## config.mk

```make
export PLATFORM = sky130hd
export DESIGN_NAME = decade_counter_ctrl
export DESIGN_NICKNAME = d
export VERILOG_FILES = /design/src/rtl/decade_ctrl_pkg.sv /design/src/rtl/bcd_digit.sv /design/src/rtl/decade_counter_ctrl.sv
export SDC_FILE = /design/constraint.sdc
export NUM_CORES = 1
export LEC_CHECK = 0
export BUFFER_PORTS_ARGS = -buffer_cell sky130_fd_sc_hd__buf_4
export CORE_ASPECT_RATIO = 0.9
export CORE_MARGIN = 2
export CORE_UTILIZATION = 55
export DETAILED_ROUTE_END_ITERATION = 7
export PLACE_DENSITY_LB_ADDON = 0.25
export SLEW_MARGIN = 10
export SYNTH_ARGS = -nofsm -noshare
export SYNTH_HDL_FRONTEND = slang
export SYNTH_SLANG_ARGS = --single-unit
```

## constraint.sdc

```tcl
create_clock -name clock -period 6.03 [get_ports clock]
set_input_delay 1.206 -clock clock [delete_from_list [all_inputs] [get_ports clock]]
set_output_delay 1.206 -clock clock [all_outputs]
set_load 0.05 [all_outputs]
```

## src/rtl/decade_ctrl_pkg.sv

```systemverilog
// decade_ctrl_pkg: shared types and helpers for the decade counter family.
// Holds the sequencer state enum, the BCD digit limit and digit sanitizing.
package decade_ctrl_pkg;

    typedef enum logic [1:0] {
        IDLE  = 2'd0,
        RUN   = 2'd1,
        PAUSE = 2'd2,
        DONE  = 2'd3
    } state_t;

    localparam logic [3:0] BCD_MAX = 4'd9;

    // Non-BCD nibbles are forced to zero so the count stays legal BCD.
    function automatic logic [3:0] bcd_sanitize(input logic [3:0] d);
        return (d > BCD_MAX) ? 4'd0 : d;
    endfunction

endpackage

```

## src/rtl/bcd_digit.sv

```systemverilog
// bcd_digit: one synchronous mod-10 stage. Optional macro: BCD_DOWN_EN.
// Ports: clock, clear_n (async low), en, load, d, [dir], q, carry.
module bcd_digit
    import decade_ctrl_pkg::*;
(
    input  logic       clock,
    input  logic       clear_n,
    input  logic       en,
    input  logic       load,
    input  logic [3:0] d,
`ifdef BCD_DOWN_EN
    input  logic       dir,
`endif
    output logic [3:0] q,
    output logic       carry
);

    logic [3:0] wrap_val;
    logic [3:0] next_val;

`ifdef BCD_DOWN_EN
    always_comb begin
        wrap_val = dir ? 4'd0 : BCD_MAX;
        if (q == wrap_val) begin
            next_val = dir ? BCD_MAX : 4'd0;
        end else begin
            next_val = dir ? q - 4'd1 : q + 4'd1;
        end
    end
`else
    assign wrap_val = BCD_MAX;
    assign next_val = (q == BCD_MAX) ? 4'd0 : q + 4'd1;
`endif

    assign carry = en & (q == wrap_val);

    always_ff @(posedge clock or negedge clear_n) begin
        if (!clear_n) begin
            q <= 4'd0;
        end else if (load) begin
            q <= d;
        end else if (en) begin
            q <= next_val;
        end
    end

endmodule

```

## src/rtl/decade_counter_ctrl.sv

```systemverilog
// decade_counter_ctrl: run/pause/stop sequencer over a DIGITS-wide BCD chain
// with load, terminal-value done pulse, tick prescaler and snapshot port.
// Ports: clock, clear_n, start, stop, load, load_value, limit, snap,
// rd_ready, [dir], count, busy, done, rd_valid, rd_data, snap_miss.
// Optional macro: BCD_DOWN_EN adds dir (1 = count down).
module decade_counter_ctrl
    import decade_ctrl_pkg::*;
#(
    parameter int DIGITS   = 4,
    parameter int PRESCALE = 1
) (
    input  logic                  clock,
    input  logic                  clear_n,
    input  logic                  start,
    input  logic                  stop,
    input  logic                  load,
    input  logic [4*DIGITS-1:0]   load_value,
    input  logic [4*DIGITS-1:0]   limit,
    input  logic                  snap,
    input  logic                  rd_ready,
`ifdef BCD_DOWN_EN
    input  logic                  dir,
`endif
    output logic [4*DIGITS-1:0]   count,
    output logic                  busy,
    output logic                  done,
    output logic                  rd_valid,
    output logic [4*DIGITS-1:0]   rd_data,
    output logic                  snap_miss
);

    localparam int         W     = 4 * DIGITS;
    localparam logic [15:0] PLAST = 16'(PRESCALE - 1);

    state_t        state;
    state_t        state_next;
    logic [15:0]   presc;
    logic [15:0]   presc_next;
    logic          tick;
    logic          hit;
    logic          cnt_load;
    logic          done_next;
    logic          down;
    logic [W-1:0]  load_san;
    logic [W-1:0]  load_data;
    logic [W-1:0]  nxt;
    logic [DIGITS-1:0] en;
    logic [DIGITS-1:0] carry;

`ifdef BCD_DOWN_EN
    assign down = dir;
`else
    assign down = 1'b0;
`endif

    // stop wins over the tick, so a stopping cycle never counts.
    assign tick = (state == RUN) && !stop && (presc == PLAST);

    // Limit is compared against the value the tick is about to write.
    assign hit = (nxt == limit);

    always_comb begin
        load_san = '0;
        for (int i = 0; i < DIGITS; i++) begin
            load_san[4*i +: 4] = bcd_sanitize(load_value[4*i +: 4]);
        end
    end

    for (genvar i = 0; i < DIGITS; i++) begin : g_digit
        // Each stage enables straight from the lower digits' wrap pattern,
        // avoiding a ripple through the carry vector.
        if (i == 0) begin : g_first
            assign en[i] = tick;
        end else begin : g_next
            logic [4*i-1:0] low;
            assign low   = count[4*i-1:0];
            assign en[i] = tick & (down ? (low == '0)
                                        : (low == {i{BCD_MAX}}));
        end

        bcd_digit u_digit (
            .clock   (clock),
            .clear_n (clear_n),
            .en      (en[i]),
            .load    (cnt_load),
            .d       (load_data[4*i +: 4]),
`ifdef BCD_DOWN_EN
            .dir     (dir),
`endif
            .q       (count[4*i +: 4]),
            .carry   (carry[i])
        );

        assign nxt[4*i +: 4] =
            !en[i]   ? count[4*i +: 4] :
            carry[i] ? (down ? BCD_MAX : 4'd0) :
            down     ? count[4*i +: 4] - 4'd1 :
                       count[4*i +: 4] + 4'd1;
    end

    always_comb begin
        state_next = state;
        presc_next = presc;
        cnt_load   = 1'b0;
        load_data  = load_san;
        done_next  = 1'b0;
        unique case (state)
            IDLE: begin
                if (!stop && start) begin
                    state_next = RUN;
                    presc_next = '0;
                end else if (!stop && load) begin
                    cnt_load = 1'b1;
                end
            end
            RUN: begin
                if (stop) begin
                    state_next = PAUSE;
                end else if (tick) begin
                    presc_next = '0;
                    if (hit) begin
                        state_next = DONE;
                        done_next  = 1'b1;
                    end
                end else begin
                    presc_next = presc + 16'd1;
                end
            end
            PAUSE: begin
                if (stop) begin
                    state_next = IDLE;
                    cnt_load   = 1'b1;
                    load_data  = '0;
                    presc_next = '0;
                end else if (start) begin
                    state_next = RUN;
                end else if (load) begin
                    cnt_load = 1'b1;
                end
            end
            DONE: begin
                if (stop) begin
                    state_next = IDLE;
                    cnt_load   = 1'b1;
                    load_data  = '0;
                    presc_next = '0;
                end else if (start) begin
                    state_next = RUN;
                    cnt_load   = 1'b1;
                    load_data  = '0;
                    presc_next = '0;
                end else if (load) begin
                    cnt_load = 1'b1;
                end
            end
            default: state_next = IDLE;
        endcase
    end

    always_ff @(posedge clock or negedge clear_n) begin
        if (!clear_n) begin
            state <= IDLE;
            presc <= '0;
            busy  <= 1'b0;
            done  <= 1'b0;
        end else begin
            state <= state_next;
            presc <= presc_next;
            busy  <= (state_next == RUN);
            done  <= done_next;
        end
    end

    // A snap landing on the handshake cycle refills the slot.
    always_ff @(posedge clock or negedge clear_n) begin
        if (!clear_n) begin
            rd_valid  <= 1'b0;
            rd_data   <= '0;
            snap_miss <= 1'b0;
        end else if (snap && (!rd_valid || rd_ready)) begin
            rd_valid <= 1'b1;
            rd_data  <= count;
        end else if (snap) begin
            snap_miss <= 1'b1;
        end else if (rd_valid && rd_ready) begin
            rd_valid <= 1'b0;
        end
    end

endmodule

```

======== Yosys cells after proc, flatten, opt, wreduce, memory -nomap -nowiden ========
Cells that the tools add are included.
storage, ports and cells
  register bits after elaboration ......... 54
  bits of input ports ..................... 39
  output and inout bits ................... 36
  logic and storage cells ................. 120
cells by class
  add/sub/neg operators ................... 5
  order comparisons ....................... 4
  eq/ne operators ......................... 16
  multiplexer cells ....................... 57
  bitwise logic cells ..................... 7
  reduce and logical (&&, ||, !) cells .... 20
operator list
  kind                                           number
  two-way mux 16 bit                             9
  two-way mux 4 bit                              24
  case mux 16 bit (4 select lines)               1
  case mux 16 bit (2 select lines)               1
  adder 16 x 1 -> 16 bit, second input constant  1
  adder 4 x 1 -> 4 bit, second input constant    4
  == test 16 bit                                 1
  == test 4 bit, second input constant           4
  > comparator 4 bit, second input constant      4
  logical NOT 16 bit                             1
  two-way mux 1 bit                              14
  == test 12 bit, second input constant          1
  two-way mux 2 bit                              6
  nonzero test 2 bit                             5
  == test 8 bit, second input constant           1
  AND 1 bit                                      6
  logical AND 1 bit                              6
  != test 2 bit, second input constant           3
  case mux 2 bit (3 select lines)                1
  == test 2 x 1 -> 1 bit, second input constant  2
  == test 2 bit, second input constant           2
  AND reduction 2 bit                            2
  AND reduction 4 bit                            1
  != test 3 bit, second input constant           1
  other kinds (7)                                8

======== Longest topological paths before layout ========
  depth in word-level cells ............... 13
  depth in mapped cells ................... 12
  depth with buffers taken out ............ 10

======== Modules after synthesis ========
A second synthesis with hierarchy kept.
second synthesis, totals
  cells, all modules ...................... 416
  area total of the unflattened synthesis .. 3,693.5 µm²
by module, submodules not included
  module               times used  cells each  area an instance (µm²)  seq. area each (µm²)
  decade_counter_ctrl  1           320         2,807.7                 950.9
  bcd_digit            4           24          221.5                   100.1

======== Worst setup path before layout ========
Ideal clock, no wire load.
  path kind ............................... input port to flip-flop
  start ................................... in stop
  end ..................................... reg state[1]
  setup time .............................. 0.066 ns
  arrival time ............................ 3.253 ns
  data required time ...................... 5.964 ns
  path slack .............................. 2.711 ns
  stages on the path ...................... 10
  path buffers ............................ 2
  cell sequence ........................... buf_6 > nor4_2 > nand3_1 > buf_2 > o41a_1 > a211o_1 > xnor2_1 > nand4_1 > nor4_2 > a221o_1
on the way
  longest elaborated chain between the ends .. 12
  elaborated cells on any way between the ends .. 25
  those cells by class .................... eq/ne: 1; mux: 14; bitwise: 6; reduce/logical: 4
RTL lines
  what                                 RTL line                                               RTL
  start, declared                      decade_counter_ctrl.sv:15                              input logic stop,
  logical NOT 1 bit                    decade_counter_ctrl.sv:57, decade_counter_ctrl.sv:109
  logical AND 1 bit (2 in series)      decade_counter_ctrl.sv:57                              assign tick = (state == RUN) && !stop && (presc == PLAST);
  AND 1 bit (on tied branches)         bcd_digit.sv:35, decade_counter_ctrl.sv:77
  AND 1 bit                            bcd_digit.sv:35                                        assign carry = en & (q == wrap_val);
  two-way mux 4 bit                    decade_counter_ctrl.sv:96                              carry[i] ? (down ? BCD_MAX : 4'd0) :
  two-way mux 4 bit                    decade_counter_ctrl.sv:95                              !en[i] ? count[4*i +: 4] :
  == test 16 bit                       decade_counter_ctrl.sv:60                              assign hit = (nxt == limit);
  two-way mux 2 bit                    decade_counter_ctrl.sv:121                             if (hit) begin
  two-way mux 2 bit                    decade_counter_ctrl.sv:119                             end else if (tick) begin
  two-way mux 2 bit                    decade_counter_ctrl.sv:117                             if (stop) begin
  case mux 2 bit (3 select lines) (*)  decade_counter_ctrl.sv:107                             unique case (state)
  via state_next[1]                    decade_counter_ctrl.sv:36                              state_t state_next;
  end signal, assigned                 decade_counter_ctrl.sv:167                             state <= state_next;
  end, declared                        decade_counter_ctrl.sv:35                              state_t state;
Mark *: on every way through the listed nets, which the timed path passes. The rest lies on a longest branch.
A chain may end at the register's enable or synchronous reset.

======== Worst setup path after layout ========
Ends and elaborated chain as after synthesis.

==> results.toml <==
[run_status]
run_status = "complete, no violations"

[pwr]
switching_share_pct = 37.0
p_comb_share_pct = 33.1
p_switching_uw = 375
p_leak_nw = 1.79
clock_power_share_pct = 23.8
p_seq_share_pct = 43.1
fin_total_pwr_mw = 1.01
p_per_area_mw_per_mm2 = 258
power.internal_uw = 637
peakVddDrop_uv = 228

[job]
cap_viol_max_count = 0

[global_routing]
grt_pass1_vias = 2620
grt.busiest_layer = "met2"
antenna_found_initial = 0
track_usage_pct = 24.4
overflow = 0
met3_usage_pct = 3.12
grt_first_pass_wirelength_mm = 12.7
grt_use_met1_pct = 36.9
use_met2_pct = 37.0
grt_start_max_net_pins = 55

[worst_setup_path]
critPathKind = "in2reg"
worstPathRequired_ps = 6280
r2r-end = "state[1]"
timing.rr.start = "presc[5]"
crit_path_start_kind = "input port"
cp_max_fo = 12
reg2reg_setup_slack_ps = 2820
end_kind = "flop"
r2r_cells = 8
worst_ep_arrival_time_ps = 3820

[clock_tree]
cts.sinks = 54
clockRootBuffer = "clkbuf_8"
cts_htree_levels = 2
tritoncts = "yes"
cts_setup_buffers = 0
hold_buffers = 0
cts.repair.resized = 0
clkTransAtPathRegs_ps = 100
clk_latency_ps = 310
clockBufferDepth = 2
cts_buffers = 5

[synthesis]
ys_warn_count = 0
synth_area_mm2 = 0.00323
netlist.area_leader.share_pct = 41.8
ys_seq_area_share_pct = 41.8
avgSynthCellArea_um2 = 9.39
yosysUniqueCellTypes = 52
synth_seq_cells = 54
ys_async_sr_fraction_pct = 100
synth_cells = 344
yosys-top-cells-area = "dfrtp_1, o21ai_0, mux2_2"
synthFlopType = "dfrtp_1"
synth-edff-count = 0
yosysTopAreaCell = "dfrtp_1"
mappedNetlistNets = 393

[finish]
drive_above_1_share_pct = 25.0
diodes = 0
final_cells = 486
fin_util_pct = 69.0
syn2layout_area_growth_pct = 21.5
filler_cell_count = 436
layout.nets = 464

[route]
dr.first_iter.drc_count = 230
routed_wl_mm = 7.75
vias_per_cell = 5.85
drc_errors = 0
drtAntennaViolNets = 0
vias = 2845
wire_per_inst_um = 16.0
drtPass1Iterations = 5

[min_path]
min_from = "rd_data[1]"
hold_depth = 2
hold_end = "rd_data[1]"
hp-class = "reg2reg"

[floorplanning]
io_pins = 75
row_count = 26
die_y_um = 76.7
initial_utilization_pct = 56.8
die_area_mm2 = 0.00651
die_w_um = 84.8
core_mm2 = 0.00569

[timing]
worst_slack_ps = 2460
hold_violations = 0
finalCritPeriodShare_pct = 59.2
slew_headroom_pct = 39.4
fin_skew_ps = 4.59
rsz0062_at_grt = "false"
finalSetupTns_ps = 0
fin_crit_ps = 3570
setup_viol = 0
slew_viol_final = 0
tightest_slew_ps = 909
fmax_mhz = 280

[place]
place.gp.congestion = 0.909
preCtsSetupSlack_ps = 2190
dp_hpwl_mm = 5.95
placed_cells = 478
port_buffers = 74
synth_stat cells, types with 3 or more instances:
master    instances
o21ai_0          34
xor2_1           13
nand2_1          30
inv_1            14
mux2_2           14
a21oi_1          11
a32o_1            3
clkbuf_1          3
nand3_1          19
ha_1             10
nor3_1            9
nand2b_1          4
and3b_1           4
mux2i_1           9
nor4_1            5
nor4_2            3
nand4_1           3
nor2_1           41
dfrtp_1          54
and3_1            4
xnor2_1          13
how the worst max path moves through the flow:
stage | startpoint | endpoint | slack [ps] | cells past startpoint
after detailed placement | stop | state[1] | 2190 | 9
after CTS | stop | state[1] | 2510 | 9
after floorplan | stop | state[1] | 2710 | 10
after global placement | stop | state[1] | 2260 | 9
after global routing | stop | state[1] | 2290 | 9
final | stop | state[1] | 2460 | 9
state kept, by name, summed over array words and instances, names as in the netlist:
| name | cells |
|---|---|
| g_digit.u_digit.q | 16 |
| presc | 16 |
| rd_data | 16 |
| state | 2 |
| busy | 1 |
| done | 1 |
| rd_valid | 1 |
| snap_miss | 1 |
kinds of logic (layout without fill, tap and decap cells):
| logic type | count (synthesis) | in the layout | share of synthesized area (%) |
|---|---|---|---|
| AND/OR/NAND/NOR | 143 | 143 | 23.8 |
| AO/OA/AOI/OAI | 64 | 64 | 12.3 |
| flip-flops | 54 | 54 | 41.8 |
| XOR/XNOR | 26 | 26 | 7.05 |
| buffers and inverters | 24 | 96 | 3.45 |
| multiplexers | 23 | 23 | 7.67 |
| adder cells (fa/ha/maj) | 10 | 10 | 3.87 |
metal layers:
| metal | up-vias | routed length, µm | share of wire (%) |
|---|---|---|---|
| met5 | - | 0 | 0 |
| met4 | 0 | 99 | 1.3 |
| met3 | 11 | 541 | 7.0 |
| met2 | 104 | 3470 | 45 |
| met1 | 1362 | 3650 | 47 |
| li1 | 1368 | - | - |
worst max-delay path, stage by stage:
cell       delay [ps]
buf_4             140
nor4_2            300
nand3_1           400
or2_0             440
xor2_1            200
a2111oi_2         370
nand4b_1          190
nor4_2            390
a221o_1           170
per-stage QoR:
stage          hold WS, ps  cell area, µm²
6_report               491            3930
5_1_grt                521            3930
4_1_cts                496            3930
3_5_place_dp           474            3820
3_3_place_gp           463            3820
2_1_floorplan          493            3230
layout make-up:
type                    count  area (µm²)  area share (%)
multi-input cells         266        1770            45.1
flip-flops and latches     54        1350            34.4
repair buffers             74         556            14.1
well taps                  70        87.6            2.23
clock buffers               6        72.6            1.85
inverters                  14        52.6            1.34
clock inverters             2        37.5           0.956
power groups by stage:
stage | sequential, mW | combinational, mW | clock, mW
3_5_place_dp | 0.443 | 0.334 | 0
5_1_grt | 0.444 | 0.356 | 0.256
2_1_floorplan | 0.540 | 0.122 | 0
6_report | 0.437 | 0.335 | 0.241
4_1_cts | 0.436 | 0.335 | 0.247
3_3_place_gp | 0.441 | 0.330 | 0
layout by cell type, fill, tap and decap left out, drive strengths merged, types with 2 or more instances in the layout:
master and n:
nand4b 2, mux2i 9, a211o 2, o41a 2, xnor2 13, nor4 8, and4b 2, inv 14
o21ai 34, nor2b 2, a211oi 2, nand3 19, and2 2, nand2b 4, mux2 14, a21oi 11
nand2 30, or3 2, xor2 13, nand4 4, or2 3, nor3 10, dfrtp 54, a32o 3
buf 74, clkbuf 6, ha 10, and3b 4, nor2 41, o211ai 2, nand3b 2, and3 4
(Power assumes the default switching activity.)
